**config.mk**
```make
export PLATFORM = sky130hd
export DESIGN_NAME = alt_aeq_ch_scheduler
export DESIGN_NICKNAME = d
export VERILOG_FILES = /design/src/rtl/alt_aeq_sched_pkg.sv /design/src/rtl/alt_aeq_rr_pick.sv /design/src/rtl/alt_aeq_ch_scheduler.sv
export SDC_FILE = /design/constraint.sdc
export NUM_CORES = 1
export LEC_CHECK = 0
export BUFFER_PORTS_ARGS = -buffer_cell sky130_fd_sc_hd__buf_2
export CAP_MARGIN = 20
export CORE_AREA = 2 2 68 70
export CTS_BUF_LIST = sky130_fd_sc_hd__clkbuf_16
export DETAILED_ROUTE_END_ITERATION = 10
export DIE_AREA = 0 0 70 72
export PLACE_DENSITY = 0.72
export SLEW_MARGIN = 5
export SYNTH_ARGS = -nofsm -noshare
export SYNTH_HDL_FRONTEND = slang
export SYNTH_SLANG_ARGS = --single-unit
```
**constraint.sdc**
```tcl
create_clock -name i_clk -period 3.4 [get_ports i_clk]
set_input_delay 0.17 -clock i_clk [delete_from_list [all_inputs] [get_ports i_clk]]
set_output_delay 0.17 -clock i_clk [all_outputs]
set_load 0.02 [all_outputs]
```
**src/rtl/alt_aeq_sched_pkg.sv**
```systemverilog
`default_nettype none
// +-----------------------------------------------------------------------+
// | Module : alt_aeq_sched_pkg                                            |
// | Desc   : Shared types and default constants for the AEQ channel       |
// |          scheduler and its round-robin picker.                        |
// | Rev    : 1.0  initial release                                         |
// +-----------------------------------------------------------------------+
package alt_aeq_sched_pkg;

   localparam int c_DEF_N_CH        = 5;
   localparam int c_DEF_N_SEL       = 3;
   localparam int c_DEF_SETTLE_CYC  = 4;
   localparam int c_DEF_TIMEOUT_CYC = 1000;
   localparam int c_TESTBUS_W       = 7;

   typedef enum logic [2:0] {
      ST_IDLE    = 3'd0,
      ST_SETTLE  = 3'd1,
      ST_START   = 3'd2,
      ST_WAIT    = 3'd3,
      ST_CAPTURE = 3'd4
   } sched_state_t;

endpackage
`default_nettype wire

```
**src/rtl/alt_aeq_rr_pick.sv**
```systemverilog
`default_nettype none
// +-----------------------------------------------------------------------+
// | Module : alt_aeq_rr_pick                                              |
// | Desc   : Combinational round-robin search: first set pending bit at   |
// |          or after the pointer, wrapping to the lowest set bit.        |
// | Rev    : 1.0  initial release                                         |
// +-----------------------------------------------------------------------+
module alt_aeq_rr_pick
   import alt_aeq_sched_pkg::*;
#(
   parameter int N_CH  = c_DEF_N_CH,
   parameter int N_SEL = c_DEF_N_SEL
) (
   input  logic [N_CH-1:0]  i_pending,
   input  logic [N_SEL-1:0] i_rr_ptr,
   output logic [N_SEL-1:0] o_index,
   output logic             o_any
);

   logic [N_SEL-1:0] w_hi_idx;
   logic [N_SEL-1:0] w_lo_idx;
   logic             w_hi_any;
   logic             w_lo_any;

   // Descending scan so the lowest qualifying channel is the last write;
   // "hi" restricts to channels at/after the pointer, "lo" is the wrap case.
   always_comb begin
      w_hi_idx = '0;
      w_lo_idx = '0;
      w_hi_any = 1'b0;
      w_lo_any = 1'b0;
      for (int c = N_CH - 1; c >= 0; c--) begin
         if (i_pending[c]) begin
            w_lo_idx = N_SEL'(c);
            w_lo_any = 1'b1;
            if (c >= int'(i_rr_ptr)) begin
               w_hi_idx = N_SEL'(c);
               w_hi_any = 1'b1;
            end
         end
      end
   end

   assign o_index = w_hi_any ? w_hi_idx : w_lo_idx;
   assign o_any   = w_lo_any;

endmodule
`default_nettype wire

```
**src/rtl/alt_aeq_ch_scheduler.sv**
```systemverilog
`default_nettype none
// +-----------------------------------------------------------------------+
// | Module : alt_aeq_ch_scheduler                                         |
// | Desc   : Round-robin scheduler sharing one adaptation engine across   |
// |          N_CH transceiver channels: select, settle, start, wait for   |
// |          done (with timeout) and capture the channel testbus.         |
// | Rev    : 1.0  initial release                                         |
// +-----------------------------------------------------------------------+
module alt_aeq_ch_scheduler
   import alt_aeq_sched_pkg::*;
#(
   parameter int N_CH        = c_DEF_N_CH,
   parameter int N_SEL       = c_DEF_N_SEL,
   parameter int SETTLE_CYC  = c_DEF_SETTLE_CYC,
   parameter int TIMEOUT_CYC = c_DEF_TIMEOUT_CYC
) (
   input  logic                   i_clk,
   input  logic                   i_rst,
   input  logic                   i_enable,
   input  logic [N_CH-1:0]        i_ch_req,
   output logic [N_SEL-1:0]       o_logical_ch,
   output logic                   o_ch_start,
   input  logic                   i_ch_adce_done,
   input  logic [c_TESTBUS_W-1:0] i_ch_testbus,
   output logic                   o_busy,
   output logic [c_TESTBUS_W-1:0] o_result,
   output logic [N_SEL-1:0]       o_result_ch,
   output logic                   o_result_valid,
   output logic                   o_timeout
);

   localparam int c_TMR_W = $clog2(TIMEOUT_CYC + 1);
   localparam int c_SET_W = $clog2(SETTLE_CYC + 1);
   localparam logic [c_TMR_W-1:0] c_TMR_LAST = c_TMR_W'(TIMEOUT_CYC - 1);
   localparam logic [c_SET_W-1:0] c_SET_LAST = c_SET_W'(SETTLE_CYC - 1);
   localparam logic [N_SEL-1:0]   c_LAST_CH  = N_SEL'(N_CH - 1);

   sched_state_t             r_state;
   sched_state_t             w_state_nxt;
   logic [N_CH-1:0]          r_pending;
   logic [N_CH-1:0]          w_clr_mask;
   logic [N_SEL-1:0]         r_rr_ptr;
   logic [N_SEL-1:0]         r_logical_ch;
   logic [N_SEL-1:0]         w_pick_idx;
   logic [N_SEL-1:0]         w_next_ptr;
   logic                     w_pick_any;
   logic                     w_grant;
   logic                     w_timeout;
   logic                     w_release;
   logic [c_TMR_W-1:0]       r_timer;
   logic [c_SET_W-1:0]       r_settle_cnt;
   logic [c_TESTBUS_W-1:0]   r_result;
   logic [N_SEL-1:0]         r_result_ch;
   logic                     r_result_valid;

   alt_aeq_rr_pick #(
      .N_CH  (N_CH),
      .N_SEL (N_SEL)
   ) u_rr_pick (
      .i_pending (r_pending),
      .i_rr_ptr  (r_rr_ptr),
      .o_index   (w_pick_idx),
      .o_any     (w_pick_any)
   );

   // State register.
   always_ff @(posedge i_clk) begin
      if (i_rst) r_state <= ST_IDLE;
      else       r_state <= w_state_nxt;
   end

   // Next-state decode; done takes priority over an expiring timer.
   always_comb begin
      w_state_nxt = r_state;
      w_grant     = 1'b0;
      w_timeout   = 1'b0;
      case (r_state)
         ST_IDLE: begin
            if (i_enable && w_pick_any) begin
               w_grant     = 1'b1;
               w_state_nxt = ST_SETTLE;
            end
         end
         ST_SETTLE: begin
            if (r_settle_cnt == c_SET_LAST) w_state_nxt = ST_START;
         end
         ST_START: w_state_nxt = ST_WAIT;
         ST_WAIT: begin
            if (i_ch_adce_done) begin
               w_state_nxt = ST_CAPTURE;
            end else if (r_timer == c_TMR_LAST) begin
               w_timeout   = 1'b1;
               w_state_nxt = ST_IDLE;
            end
         end
         ST_CAPTURE: w_state_nxt = ST_IDLE;
         default:    w_state_nxt = ST_IDLE;
      endcase
   end

   assign w_clr_mask = (r_state == ST_START) ? (N_CH'(1) << r_logical_ch) : '0;
   assign w_release  = w_timeout || (r_state == ST_CAPTURE);
   assign w_next_ptr = (r_logical_ch == c_LAST_CH) ? '0 : r_logical_ch + N_SEL'(1);

   // Pending requests: new request bits override the clear of the started channel.
   always_ff @(posedge i_clk) begin
      if (i_rst) r_pending <= '0;
      else       r_pending <= (r_pending & ~w_clr_mask) | i_ch_req;
   end

   // Channel select, settle counter, wait timer and round-robin pointer.
   always_ff @(posedge i_clk) begin
      if (i_rst) begin
         r_logical_ch <= '0;
         r_settle_cnt <= '0;
         r_timer      <= '0;
         r_rr_ptr     <= '0;
      end else begin
         if (w_grant) begin
            r_logical_ch <= w_pick_idx;
            r_settle_cnt <= '0;
         end
         if (r_state == ST_SETTLE) r_settle_cnt <= r_settle_cnt + c_SET_W'(1);
         if (r_state == ST_START)  r_timer      <= '0;
         if (r_state == ST_WAIT)   r_timer      <= r_timer + c_TMR_W'(1);
         if (w_release)            r_rr_ptr     <= w_next_ptr;
      end
   end

   // Result capture; valid pulses in the cycle following CAPTURE.
   always_ff @(posedge i_clk) begin
      if (i_rst) begin
         r_result       <= '0;
         r_result_ch    <= '0;
         r_result_valid <= 1'b0;
      end else begin
         r_result_valid <= 1'b0;
         if (r_state == ST_CAPTURE) begin
            r_result       <= i_ch_testbus;
            r_result_ch    <= r_logical_ch;
            r_result_valid <= 1'b1;
         end
      end
   end

   assign o_logical_ch   = r_logical_ch;
   assign o_ch_start     = (r_state == ST_START);
   assign o_busy         = (r_state != ST_IDLE);
   assign o_result       = r_result;
   assign o_result_ch    = r_result_ch;
   assign o_result_valid = r_result_valid;
   // Timeout pulses in the last WAIT cycle; a reset in that cycle suppresses it.
   assign o_timeout      = w_timeout && !i_rst;

endmodule
`default_nettype wire

```
# Word-level counts from Yosys, hierarchy flattened
# Cells that the tools add are included.
word_totals:
  ff_bits: 38
  out_inout_bits: 17
op_classes:
  add_sub_neg: 3
  n_lt_le_gt_ge: 5
  n_eq_ne: 10
  shifts: 1
  n_mux: 48
  bitwise: 3
  n_reduce_logical: 9
op_table:
  columns: ["operator", "count"]
  rows:
  - ["$mux W3", 23]
  - ["$mux W1", 21]
  - ["$mux W10", 2]
  - ["$pmux W3 S4", 1]
  - ["$add A10 B1 Y10 const B", 1]
  - ["$eq A10 B10 Y1 const B", 1]
  - ["$eq A3 B2 Y1 const B", 3]
  - ["$add A3 B1 Y3 const B", 2]
  - ["$eq A3 B3 Y1 const B", 2]
  - ["$ge A1 B3 Y1 const A", 2]
  - ["$ge A2 B3 Y1 const A", 2]
  - ["$and A5 B5 Y5", 1]
  - ["$mux W5", 1]
  - ["$not A5 Y5", 1]
  - ["$or A5 B5 Y5", 1]
  - ["$shl A1 B3 Y5 const A", 1]
  - ["$ne A2 B2 Y1 const B", 2]
  - ["$reduce_bool A2 Y1", 2]
  - ["$eq A3 B1 Y1 const B", 1]
  - ["$ge A3 B3 Y1 const A", 1]
  - ["$logic_not A3 Y1", 1]
  - ["$ne A3 B3 Y1 const B", 1]
  - ["$reduce_and A3 Y1", 1]
  - ["$reduce_bool A3 Y1", 1]
  - ["other kinds (3)", 4]

# Longest topological paths before layout
logic_depth:
  word_depth: 12
  mapped_depth: 6

# Modules after synthesis
# A second synthesis with hierarchy kept.
unflattened:
  cells_unflattened: 234
  area_unflattened_um2: 1858.0
modules_own_cells:
  columns: ["module", "n_inst", "cells_per_inst", "area_per_inst_um2"]
  rows:
  - ["alt_aeq_ch_scheduler", 1, 215, 1726.7]
  - ["alt_aeq_rr_pick", 1, 19, 131.4]

# Least setup slack after synthesis
# OpenSTA, ideal clock, no wires.
synth_path:
  kind: "flip-flop to output port"
  startpoint: "register r_timer[0]"
  endpoint: "output port o_timeout"
  t_arrival_ns: 1.779
  slack_ns: 1.451
  stages_incl_launch_ff: 5
  path_buffers: 0
  cell_sequence: "dfxtp_1 > ha_1 > nor4bb_1 > nand3_1 > nor4_1"
synth_via:
  elab_chain_len: 5
synth_lines:
  columns: ["item", "line", "rtl"]
  rows:
  - ["start, declared", "alt_aeq_ch_scheduler.sv:50", "logic [c_TMR_W-1:0] r_timer;"]
  - ["start signal, assigned", "alt_aeq_ch_scheduler.sv:125", "if (r_state == ST_WAIT) r_timer <= r_timer + c_TMR_W'(1);"]
  - ["$eq A10 B10 Y1", "alt_aeq_ch_scheduler.sv:91", "end else if (r_timer == c_TMR_LAST) begin"]
  - ["$mux W1", "alt_aeq_ch_scheduler.sv:91", null]
  - ["$mux W1", "alt_aeq_ch_scheduler.sv:89", "if (i_ch_adce_done) begin"]
  - ["$mux W1", "alt_aeq_ch_scheduler.sv:77", "case (r_state)"]
  - ["$logic_and A1 B1 Y1", "alt_aeq_ch_scheduler.sv:153", "assign o_timeout = w_timeout && !i_rst;"]
  - ["end, declared", "alt_aeq_ch_scheduler.sv:29", "output logic o_timeout"]
# No other way between the ends.

# Final worst setup path
# Same ends and word-level chain as after synthesis.

==> impl_metrics.tcl <==
set metrics [dict create \
    path_class "flip-flop to primary output" \
    fp.dieH_um 72 \
    end_kind "primary output" \
    slew_headroom_pct 50.6 \
    worst_pin_slew_ps 730 \
    cp.arrival_ps 1950 \
    clkSlewWorstSetupHoldPaths_ps 60 \
    synth.distinct_cells 42 \
    num_io_pins 33 \
    via_count 1649 \
    first_iter_violations 81 \
    drive_above_1_share_pct 17.0 \
    grt_pass1_wl_um 6650 \
    final.setup_skew_ps 5.17 \
    synth_seq_cells 38 \
    grt_max_degree 32 \
    netlist_area_um2 1850 \
    fillers 429 \
    ys_async_sr_fraction_pct 0 \
    syn_avg_cell_area_um2 7.95 \
    hold_buffers 0 \
    period_share_pct 62.3 \
    max_freq_mhz 472 \
    ir_worst_vdd_mv 0.214 \
    multi_input_area_um2 1030 \
    num-nets-final 287 \
    initial_utilization_pct 43.5 \
    power.density_nw_per_um2 451 \
    fin_cells 316 \
    ant_nets 0 \
    final_cell_mix "38 x dfxtp_1, 34 x a21oi_1, 33 x nand2_1, 32 x buf_2, 24 x nor2_1" \
    setup_viol 0 \
    cp-startpoint "r_timer[0]" \
    antenna_found_initial 0 \
    hold_start "i_ch_req[1]" \
    syn_nets 257 \
    synth_edf_count 0 \
    fin_tns_setup_ps 0 \
    cts_resized 0 \
    drc 0 \
    routedWlPerCell_um 12.3 \
    syn2layout_area_growth_pct 17.8 \
    wirelength_um 3900 \
    cts.path.max_buffers 2 \
    final_common_cell "dfxtp_1" \
    grt_use_met3_pct 4.03 \
    tritoncts "built" \
    grt_busiest_layer "met2" \
    dp.cells 308 \
    grt_overflow_total 0 \
    use_met1_pct 20.6 \
    leakagePower_nw 0.833 \
    clk-insertion-delay-late_ps 280 \
    diodes 0 \
    dr.pass1.iters 4 \
    rr_startpoint "r_state[1]" \
    outcome "completed" \
    portBuffers 32 \
    cts_buffers 5 \
    dp_hpwl_um 2690 \
    required_ps 3230 \
    fp.dieArea_um2 5040 \
    synthCells 233 \
    clock-sinks 38 \
    ys_seq_area_share_pct 41.1 \
    synth_ff_type "dfxtp_1" \
    gp_congestion 0.750 \
    worstPathMaxFanout 5 \
    post-cts-setup-buffers 0 \
    grt_use_met2_pct 26.1 \
    finalHoldViolCount 0 \
    die_w_um 70 \
    seq_area_um2 761 \
    rows 24 \
    fin_crit_ps 2120 \
    ys_warn_count 0 \
    rsz0062_at_grt "no" \
    viasPerCell 5.22 \
    startpoint_type "flip-flop" \
    design.core.area_um2 4260 \
    htreeDepth 2 \
    drv_slew 0 \
    grt_usage_pct 16.1 \
    grt_pass1_vias 1462 \
    worstHoldPathType "primary input to flip-flop" \
    root_buffer "clkbuf_16" \
    drv_cap 0 \
]
==> area by class of cell <==
type                            instances  share of cell area (%)
Multi-Input combinational cell        178                    47.0
Tap cell                               52                    2.98
Inverter                                8                    1.38
Clock buffer                            5                    5.73
Sequential cell                        38                    34.8
Clock inverter                          3                   0.745
Timing Repair Buffer                   32                    7.34
==> flip-flops by register name (all words and copies together) (netlist names) <==
register and count:
r_timer 10, o_result 7, r_pending 5, o_logical_ch 3
o_result_ch 3, r_rr_ptr 3, r_settle_cnt 3, r_state 3
o_result_valid 1
==> routing by layer <==
metal  vias up  part of all wire, %
met5         -                    0
met4         0                  2.0
met3         6                  4.0
met2        31                   46
met1       733                   48
li1        879                    -
==> cell usage after synthesis, types with 2 or more instances <==
master | instances | area share, %
nor3_1 | 7 | 1.9
nand2b_1 | 3 | 1.0
nor4bb_1 | 2 | 1.1
a21oi_1 | 34 | 9.2
nor3b_1 | 2 | 0.81
nor2b_1 | 4 | 1.4
or2_2 | 2 | 0.68
xor2_1 | 2 | 0.95
nand4_1 | 2 | 0.68
nand2_1 | 33 | 6.7
xnor2_1 | 3 | 1.4
clkbuf_1 | 5 | 1.0
and4_1 | 2 | 0.95
o21ai_0 | 12 | 3.2
dfxtp_1 | 38 | 41
buf_1 | 2 | 0.41
inv_1 | 8 | 1.6
buf_2 | 2 | 0.54
nor4_1 | 3 | 1.0
a21o_1 | 2 | 0.81
nor2_1 | 24 | 4.9
nand3_1 | 14 | 3.8
ha_1 | 8 | 5.4
==> kinds of logic (layout without fill, tap and decap cells) <==
family | count (synthesis) | in the layout | synth area share [%]
fa+ha+maj | 8 | 8 | 5.40
compound gates | 58 | 58 | 18.7
xor+xnor | 5 | 5 | 2.36
flops | 38 | 38 | 41.1
simple gates | 107 | 107 | 28.9
buf+inv | 17 | 48 | 3.58
==> critical path, stage by stage (launching register included) <==
cell	delay, ps
dfxtp_1	360
ha_1	220
nor4bb_1	440
nand3_1	190
nor4_1	250
buf_2	210
==> path summary, 6_finish.rpt <==
| path | to | slack (ps) | cells past startpoint |
|---|---|---|---|
| worst max-delay path | o_timeout | 1280 | 5 |
| worst min-delay path | r_pending[1] | 100 | 3 |
| worst max register to register | r_rr_ptr[1] | 1590 | 4 |
| worst min register to register | o_result[0] | 450 | 2 |
==> per-stage QoR <==
stage          setup WS (ps)  cell area, um^2  hold WS (ps)  util (%)  power, W
3_5_place_dp            1560             2040           382      47.9  0.000549
4_1_cts                 1270             2180          85.6      51.2   0.00100
6_report                1280             2180          95.3      51.2  0.000984
3_3_place_gp            1620             2040           377      47.9  0.000549
5_1_grt                 1090             2180           114      51.2   0.00102
2_1_floorplan           1450             1850           272         -  0.000525
==> power by group <==
part / switching [W] / total (W) / internal [W]
sequential: 0.0000166 / 0.000471 / 0.000454
combinational: 0.0000392 / 0.0000682 / 0.0000290
clock: 0.000178 / 0.000445 / 0.000267
total: 0.000234 / 0.000984 / 0.000751
Power figures use the tool's default switching activity.
